[config.mk]
export PLATFORM = sky130hd
export DESIGN_NAME = dmem_arbiter
export DESIGN_NICKNAME = d
export VERILOG_FILES = /design/src/rtl/dmem_arb_pkg.sv /design/src/rtl/dmem_arbiter.sv
export SDC_FILE = /design/constraint.sdc
export NUM_CORES = 1
export LEC_CHECK = 0
export CAP_MARGIN = 20
export CORE_ASPECT_RATIO = 1.2
export CORE_MARGIN = 5
export CORE_UTILIZATION = 33
export CTS_CLUSTER_DIAMETER = 50
export CTS_CLUSTER_SIZE = 20
export DETAILED_ROUTE_END_ITERATION = 8
export PLACE_DENSITY = 0.83
export SYNTH_ARGS = -nofsm -noshare
export SYNTH_HDL_FRONTEND = slang
export SYNTH_SLANG_ARGS = --single-unit
[constraint.sdc]
create_clock -name clk -period 1.7 [get_ports clk]
set_input_delay 0.17 -clock clk [delete_from_list [all_inputs] [get_ports clk]]
set_output_delay 0.17 -clock clk [all_outputs]
set_load 0.01 [all_outputs]
[src/rtl/dmem_arb_pkg.sv]
// Shared types and defaults for the data-memory arbiter between the CPU
// memory stage and the debug/loader port.
package dmem_arb_pkg;

  typedef enum logic [1:0] {
    IDLE,
    ISSUED,
    HOLD
  } dbg_state_e;

  localparam int unsigned DMEM_ADDR_WIDTH = 14;
  localparam int unsigned DMEM_DATA_WIDTH = 32;
  localparam logic [3:0]  WBE_READ        = 4'b0000;

endpackage

[src/rtl/dmem_arbiter.sv]
// Single-port dmem arbiter: CPU has priority, debug is forced through after
// STARVE_LIMIT consecutive lost arbitrations.
module dmem_arbiter
  import dmem_arb_pkg::*;
#(
  parameter int unsigned ADDR_WIDTH   = DMEM_ADDR_WIDTH,
  parameter int unsigned DATA_WIDTH   = DMEM_DATA_WIDTH,
  parameter int unsigned STARVE_LIMIT = 4
) (
  input  logic                  clk,
  input  logic                  rst,
  input  logic                  cpu_req_valid,
  input  logic [ADDR_WIDTH-1:0] cpu_req_addr,
  input  logic [DATA_WIDTH-1:0] cpu_req_wdata,
  input  logic [3:0]            cpu_req_wbe,
  output logic                  cpu_stall,
  output logic [DATA_WIDTH-1:0] cpu_rdata,
  input  logic                  dbg_req_valid,
  output logic                  dbg_req_ready,
  input  logic [ADDR_WIDTH-1:0] dbg_req_addr,
  input  logic [DATA_WIDTH-1:0] dbg_req_wdata,
  input  logic [3:0]            dbg_req_wbe,
  output logic                  dbg_resp_valid,
  output logic [DATA_WIDTH-1:0] dbg_resp_data,
  input  logic                  dbg_resp_ready,
  output logic                  mem_en,
  output logic [3:0]            mem_we,
  output logic [ADDR_WIDTH-1:0] mem_addr,
  output logic [DATA_WIDTH-1:0] mem_wdata,
  input  logic [DATA_WIDTH-1:0] mem_rdata
);

  localparam int unsigned      CNT_W   = $clog2(STARVE_LIMIT + 1);
  localparam logic [CNT_W-1:0] CNT_MAX = CNT_W'(STARVE_LIMIT);

  dbg_state_e            state_q;
  logic [CNT_W-1:0]      starve_q;
  logic [DATA_WIDTH-1:0] resp_q;
  logic                  dbg_wr_q;
  logic                  cpu_rd_q;

  logic dbg_eligible;
  logic dbg_win;
  logic cpu_grant;

  // Grants are qualified by rst so nothing reaches memory in a reset cycle.
  assign dbg_eligible = rst && dbg_req_valid && (state_q == IDLE);
  assign dbg_win      = dbg_eligible && (!cpu_req_valid || (starve_q == CNT_MAX));
  assign cpu_grant    = rst && cpu_req_valid && !dbg_win;

  assign dbg_req_ready  = dbg_win;
  assign cpu_stall      = rst && cpu_req_valid && dbg_win;
  assign dbg_resp_valid = rst && (state_q == HOLD);
  assign dbg_resp_data  = rst ? resp_q : '0;
  assign cpu_rdata      = (rst && cpu_rd_q) ? mem_rdata : '0;

  always_comb begin
    mem_en    = 1'b0;
    mem_we    = '0;
    mem_addr  = '0;
    mem_wdata = '0;
    if (dbg_win) begin
      mem_en    = 1'b1;
      mem_we    = dbg_req_wbe;
      mem_addr  = dbg_req_addr;
      mem_wdata = dbg_req_wdata;
    end else if (cpu_grant) begin
      mem_en    = 1'b1;
      mem_we    = cpu_req_wbe;
      mem_addr  = cpu_req_addr;
      mem_wdata = cpu_req_wdata;
    end
  end

  always_ff @(posedge clk) begin
    if (!rst) begin
      state_q  <= IDLE;
      starve_q <= '0;
      resp_q   <= '0;
      dbg_wr_q <= 1'b0;
      cpu_rd_q <= 1'b0;
    end else begin
      cpu_rd_q <= cpu_grant && (cpu_req_wbe == WBE_READ);

      if (dbg_win || !dbg_req_valid) begin
        starve_q <= '0;
      end else if (dbg_eligible && (starve_q != CNT_MAX)) begin
        starve_q <= starve_q + 1'b1;
      end

      unique case (state_q)
        IDLE: begin
          if (dbg_win) begin
            state_q  <= ISSUED;
            dbg_wr_q <= (dbg_req_wbe != WBE_READ);
          end
        end
        ISSUED: begin
          state_q <= HOLD;
          resp_q  <= dbg_wr_q ? '0 : mem_rdata;
        end
        HOLD: begin
          if (dbg_resp_ready) state_q <= IDLE;
        end
        default: state_q <= IDLE;
      endcase
    end
  end

endmodule

* Yosys cells after proc, flatten, opt, wreduce, memory -nomap -nowiden *
Cells that the tools add are included.

storage, ports and cells
  register bits after elaboration = 39
  input port bits = 137
  output and inout bits = 118
  logic and storage cells = 48

operators by class
  add/subtract/negate cells = 1
  eq/ne operators = 6
  mux-type cells = 14
  bitwise logic cells = 1
  reduce and logical (&&, ||, !) cells = 21

operator list
  operator                                       number
  2-to-1 mux 32 bit                              5
  2-to-1 mux 14 bit                              2
  logical AND 1 bit                              10
  2-to-1 mux 4 bit                               2
  case mux 2 bit (3 select lines)                1
  logical NOT 4 bit                              1
  2-to-1 mux 2 bit                               2
  != test 2 bit, second input constant           2
  AND reduction 2 bit                            2
  nonzero test 4 bit                             1
  adder 3 x 1 -> 3 bit, second input constant    1
  == test 3 bit, second input constant           1
  logical NOT 1 bit                              3
  != test 3 bit, second input constant           1
  == test 2 x 1 -> 1 bit, second input constant  1
  == test 2 bit, second input constant           1
  logical NOT 2 bit                              1
  logical OR 1 bit                               2
  2-to-1 mux 1 bit                               2
  OR reduction 2 bit                             1
  NOT 1 bit                                      1

* Longest topological paths before layout *
  word-level depth = 7
  depth in mapped cells = 6
  gate-level depth less buffers = 5

* Worst setup path after synthesis *
No wires, ideal clock.

  kind = flip-flop to output port
  start = register starve_q[0]
  end = output mem_wdata[21]
  arrival time = 1.430 ns
  required time = 1.530 ns
  setup slack = 0.100 ns
  stages on the path, launching flop included = 7
  buffers on the path = 1
  cell sequence = dfxtp_1 inv_1 ha_1 a21boi_4 nor2_8 buf_12 mux2_4

between the ends
  longest elaborated chain between the ends = 7

RTL lines
  what                    RTL line            text
  start, declared         dmem_arbiter.sv:37  logic [CNT_W-1:0] starve_q;
  start signal, assigned  dmem_arbiter.sv:88  starve_q <= starve_q + 1'b1;
  == test 3 bit (*)       dmem_arbiter.sv:48  assign dbg_win = dbg_eligible && (!cpu_req_valid || (starve_q == CNT_MAX));
  logical OR 1 bit (*)    dmem_arbiter.sv:48
  logical AND 1 bit (*)   dmem_arbiter.sv:48
  via dbg_req_ready       dmem_arbiter.sv:19  output logic dbg_req_ready,
  logical NOT 1 bit       dmem_arbiter.sv:49  assign cpu_grant = rst && cpu_req_valid && !dbg_win;
  logical AND 1 bit       dmem_arbiter.sv:49
  2-to-1 mux 32 bit       dmem_arbiter.sv:67  end else if (cpu_grant) begin
  2-to-1 mux 32 bit (*)   dmem_arbiter.sv:62  if (dbg_win) begin
  end, declared           dmem_arbiter.sv:29  output logic [DATA_WIDTH-1:0] mem_wdata,

The timed path passes the listed nets; every way through them passes the cells marked *.

* Worst setup path in the final report *
  start = register starve_q[0]
  end = output mem_wdata[22]

between the ends
  longest elaborated chain between the ends = 7

RTL lines
  what                   RTL line
  == test 3 bit (*)      dmem_arbiter.sv:48
  logical OR 1 bit (*)   dmem_arbiter.sv:48
  logical AND 1 bit (*)  dmem_arbiter.sv:48
  logical NOT 1 bit      dmem_arbiter.sv:49
  logical AND 1 bit      dmem_arbiter.sv:49
  2-to-1 mux 32 bit      dmem_arbiter.sv:67
  2-to-1 mux 32 bit (*)  dmem_arbiter.sv:62

Mark *: on every way between the ends. The rest lies on a longest branch, timed or not.

==> summary.txt <==
Run status
  – Status: finished, violations left
  – Failing checks: negative setup slack

Global route
  – Global-route wire length before repair: 21100 um
  – Gr ovfl total: 0
  – GRT Util Overall: 0.244
  – Initial antenna violation count: 1
  – Pin count of the biggest net entering global routing: 34
  – Number of global-route vias before repair: 3649

Route
  – Via count: 3522
  – # DRC: 0
  – WL/cell: 20.2 um
  – Wire length on met3: 1340 um
  – Metal2 WL: 6720 um
  – DRT met1 WL: 6010 um
  – Post-route ant nets: 0
  – Final WL: 14300 um
  – Drt initial violations: 161
  – Vias per cell: 4.99
  – Top Metal Used: met5
  – Pre-antenna DRT Iters: 4

Layout
  – Diodes inserted: 0
  – Synth-to-layout area growth: 111%
  – Share of layout cells above drive strength 1: 0.312
  – Fin nets: 724
  – Design area: 0.00627 mm^2

Worst setup path
  – R2R depth: 6
  – Startpoint Class: register
  – CP Class: register to output pin
  – Reg-to-reg slack, setup: 0.18 ns
  – Crit path DAT: 1.96 ns
  – Required @ worst endpoint: 1.53 ns
  – RR Startpoint: starve_q[0]
  – RR Endpoint: starve_q[1]
  – Max FO, Critical Path: 6
  – Setup crit end kind: output pin

Floorplan
  – DIE AREA: 0.0110 mm^2
  – Placement Rows: 38
  – Die Span Y: 114 um
  – Core area: 0.00894 mm^2
  – Starting Density: 0.333
  – Number of top-level pins: 255
  – Die width: 96.7 um

Synth
  – Commonest cells in the synthesized netlist: and3_1, mux2_4, dfxtp_1
  – Cells after Synth: 303
  – Dominant cells by area after synthesis: dfxtp_1, mux2_4, and3_1, a22o_1, and2_1
  – Synth warn: 0
  – Seq/Total Area, Yosys: 0.262
  – Post-Syn Area: 0.00298 mm^2
  – Cell accounting for the most synthesized area: dfxtp_1
  – Synth top area share: 0.262
  – EDFF count, synth: 0
  – Synth cell types: 31
  – Syn_area_per_cell: 9.83 um^2
  – #FFs+latches synth: 39
  – Main synth FF type: dfxtp_1
  – Most common cell in the netlist: and3_1
  – Asr flop ratio synth: 0
  – Post-Syn Nets: 442

STA
  – Pins Over Slew Limit: 0
  – Slew of the pin with the lowest slew margin: 0.311 ns
  – Final worst slack: -0.430 ns
  – Final hold slack: 0.337 ns
  – Slew margin rel.: 0.791
  – Final min period: 2.13 ns
  – Fin. Hold Viols: 0
  – Unrepaired setup endpoints after global routing: yes
  – Final Setup Violations: 51
  – F_max: 0.470 GHz
  – Fin crit share: 1.25
  – Setup Skew: 0.00807 ns

Run
  – Number of max-cap violations: 0

Placement
  – Dpl cell area: 0.00576 mm^2
  – RePlAce Congestion: 0.938
  – IO buf count: 254
  – Detail Placement HPWL: 10400 um

Hold path
  – Hold path cells: 4
  – Min-Delay Path Class: input pin to register
  – Hold_sp: rst
  – WHS Endpoint: dbg_wr_q

Clocking
  – Htree depth: 2
  – TritonCTS Buffers: 5
  – Hold Buf Count CTS: 0
  – TritonCTS clock tree: done
  – Clock slew at reported path FFs: 0.08 ns
  – Clk Latency, worst-skew pair: 0.30 ns
  – CTS root buf: clkbuf_8
  – Clock net sink count: 39
  – Clock buffer depth: 2

Power and ir drop
  – Worst VDD drop: 0.000404 V
  – Pleak: 3.21 nW
  – PD cells: 425 mW/mm^2
## kinds of logic (layout without fill, tap and decap cells)
kind of cell / count (synthesis) / in the layout / share of synthesized area
and+or+nand+nor: 134 / 134 / 0.287
buffers and inverters: 37 / 320 / 0.0781
DFF: 39 / 39 / 0.262
adders and majority gates: 2 / 2 / 0.00840
AOI/OAI and AO/OA: 40 / 40 / 0.113
muxes: 51 / 51 / 0.252
## power by group
group          total (mW)  switching [mW]  internal, mW
Clock               0.638           0.352         0.286
Sequential          0.950         0.00862         0.941
Combinational        1.08           0.371         0.708
## final cells by class
| class | instances | area, um^2 |
|---|---|---|
| clock buffers | 5 | 68.8 |
| repair buffers | 309 | 3220 |
| well taps | 120 | 150 |
| clock inverters | 3 | 20.0 |
| inverters | 3 | 11.3 |
| flip-flops and latches | 39 | 788 |
| multi-input cells | 227 | 2020 |
| fillers | 698 | 2670 |
## worst max-delay path, cell delays in order, from the launching register on
cell and delay, ns:
dfxtp_2 0.34, inv_2 0.05, ha_4 0.16, a21boi_4 0.22, nor2_8 0.07, buf_6 0.13, buf_12 0.13, buf_6 0.11
mux2_4 0.32, buf_6 0.13
## layout by cell type, fill, tap and decap left out, types with 5 or more instances in the layout
| master | Yosys | layout |
|---|---|---|
| buf_4 | 0 | 25 |
| clkbuf_8 | 0 | 5 |
| clkdlybuf4s50_1 | 0 | 160 |
| dlygate4sd2_1 | 0 | 31 |
| nand2_1 | 5 | 5 |
| buf_2 | 4 | 7 |
| a22o_1 | 32 | 32 |
| dfxtp_1 | 39 | 35 |
| and3_1 | 80 | 80 |
| and2_1 | 32 | 32 |
| mux2_4 | 47 | 49 |
| buf_12 | 5 | 9 |
| dlymetal6s2s_1 | 0 | 9 |
| buf_6 | 1 | 64 |
## flip-flops by register name, indices dropped and copies added (netlist names)
signal    count
resp_q       32
dbg_wr_q      1
state_q       2
cpu_rd_q      1
starve_q      3
## layer usage
metal | vias up | track usage
li1 | 1663 | -
met1 | 1642 | 0.307
met2 | 197 | 0.401
met3 | 18 | 0.0835
met4 | 2 | 0.0646
met5 | - | 0
## timing repair
action | 4_1_cts | 5_1_grt
resized for setup | 292 | 67
setup endpoints to repair | 117 | 62
cloned | 4 | 0
buffers inserted | 19 | 11
pin swaps | 3 | 5
## stage by stage
stage	setup WS, ns	setup TNS, ns	power, mW	instances	util
final	-0.430	-16.95	2.67	706	0.702
after global routing	-0.497	-20.47	2.78	706	0.702
after floorplan	0.0998	0	1.34	303	-
after CTS	-0.533	-17.74	2.64	701	0.685
after global placement	-0.674	-43.91	1.93	671	0.645
after detailed placement	-0.692	-46.16	1.94	671	0.645
## worst max-delay path by stage
stage	startpoint	to	cells past startpoint
detailed placement	dbg_req_valid	mem_wdata[23]	6
global route	starve_q[0]	mem_wdata[22]	9
global placement	dbg_req_valid	mem_wdata[18]	6
CTS	starve_q[0]	mem_wdata[11]	10
finish	starve_q[0]	mem_wdata[22]	9
floorplan	starve_q[0]	mem_wdata[21]	6
(Power assumes the default switching activity.)
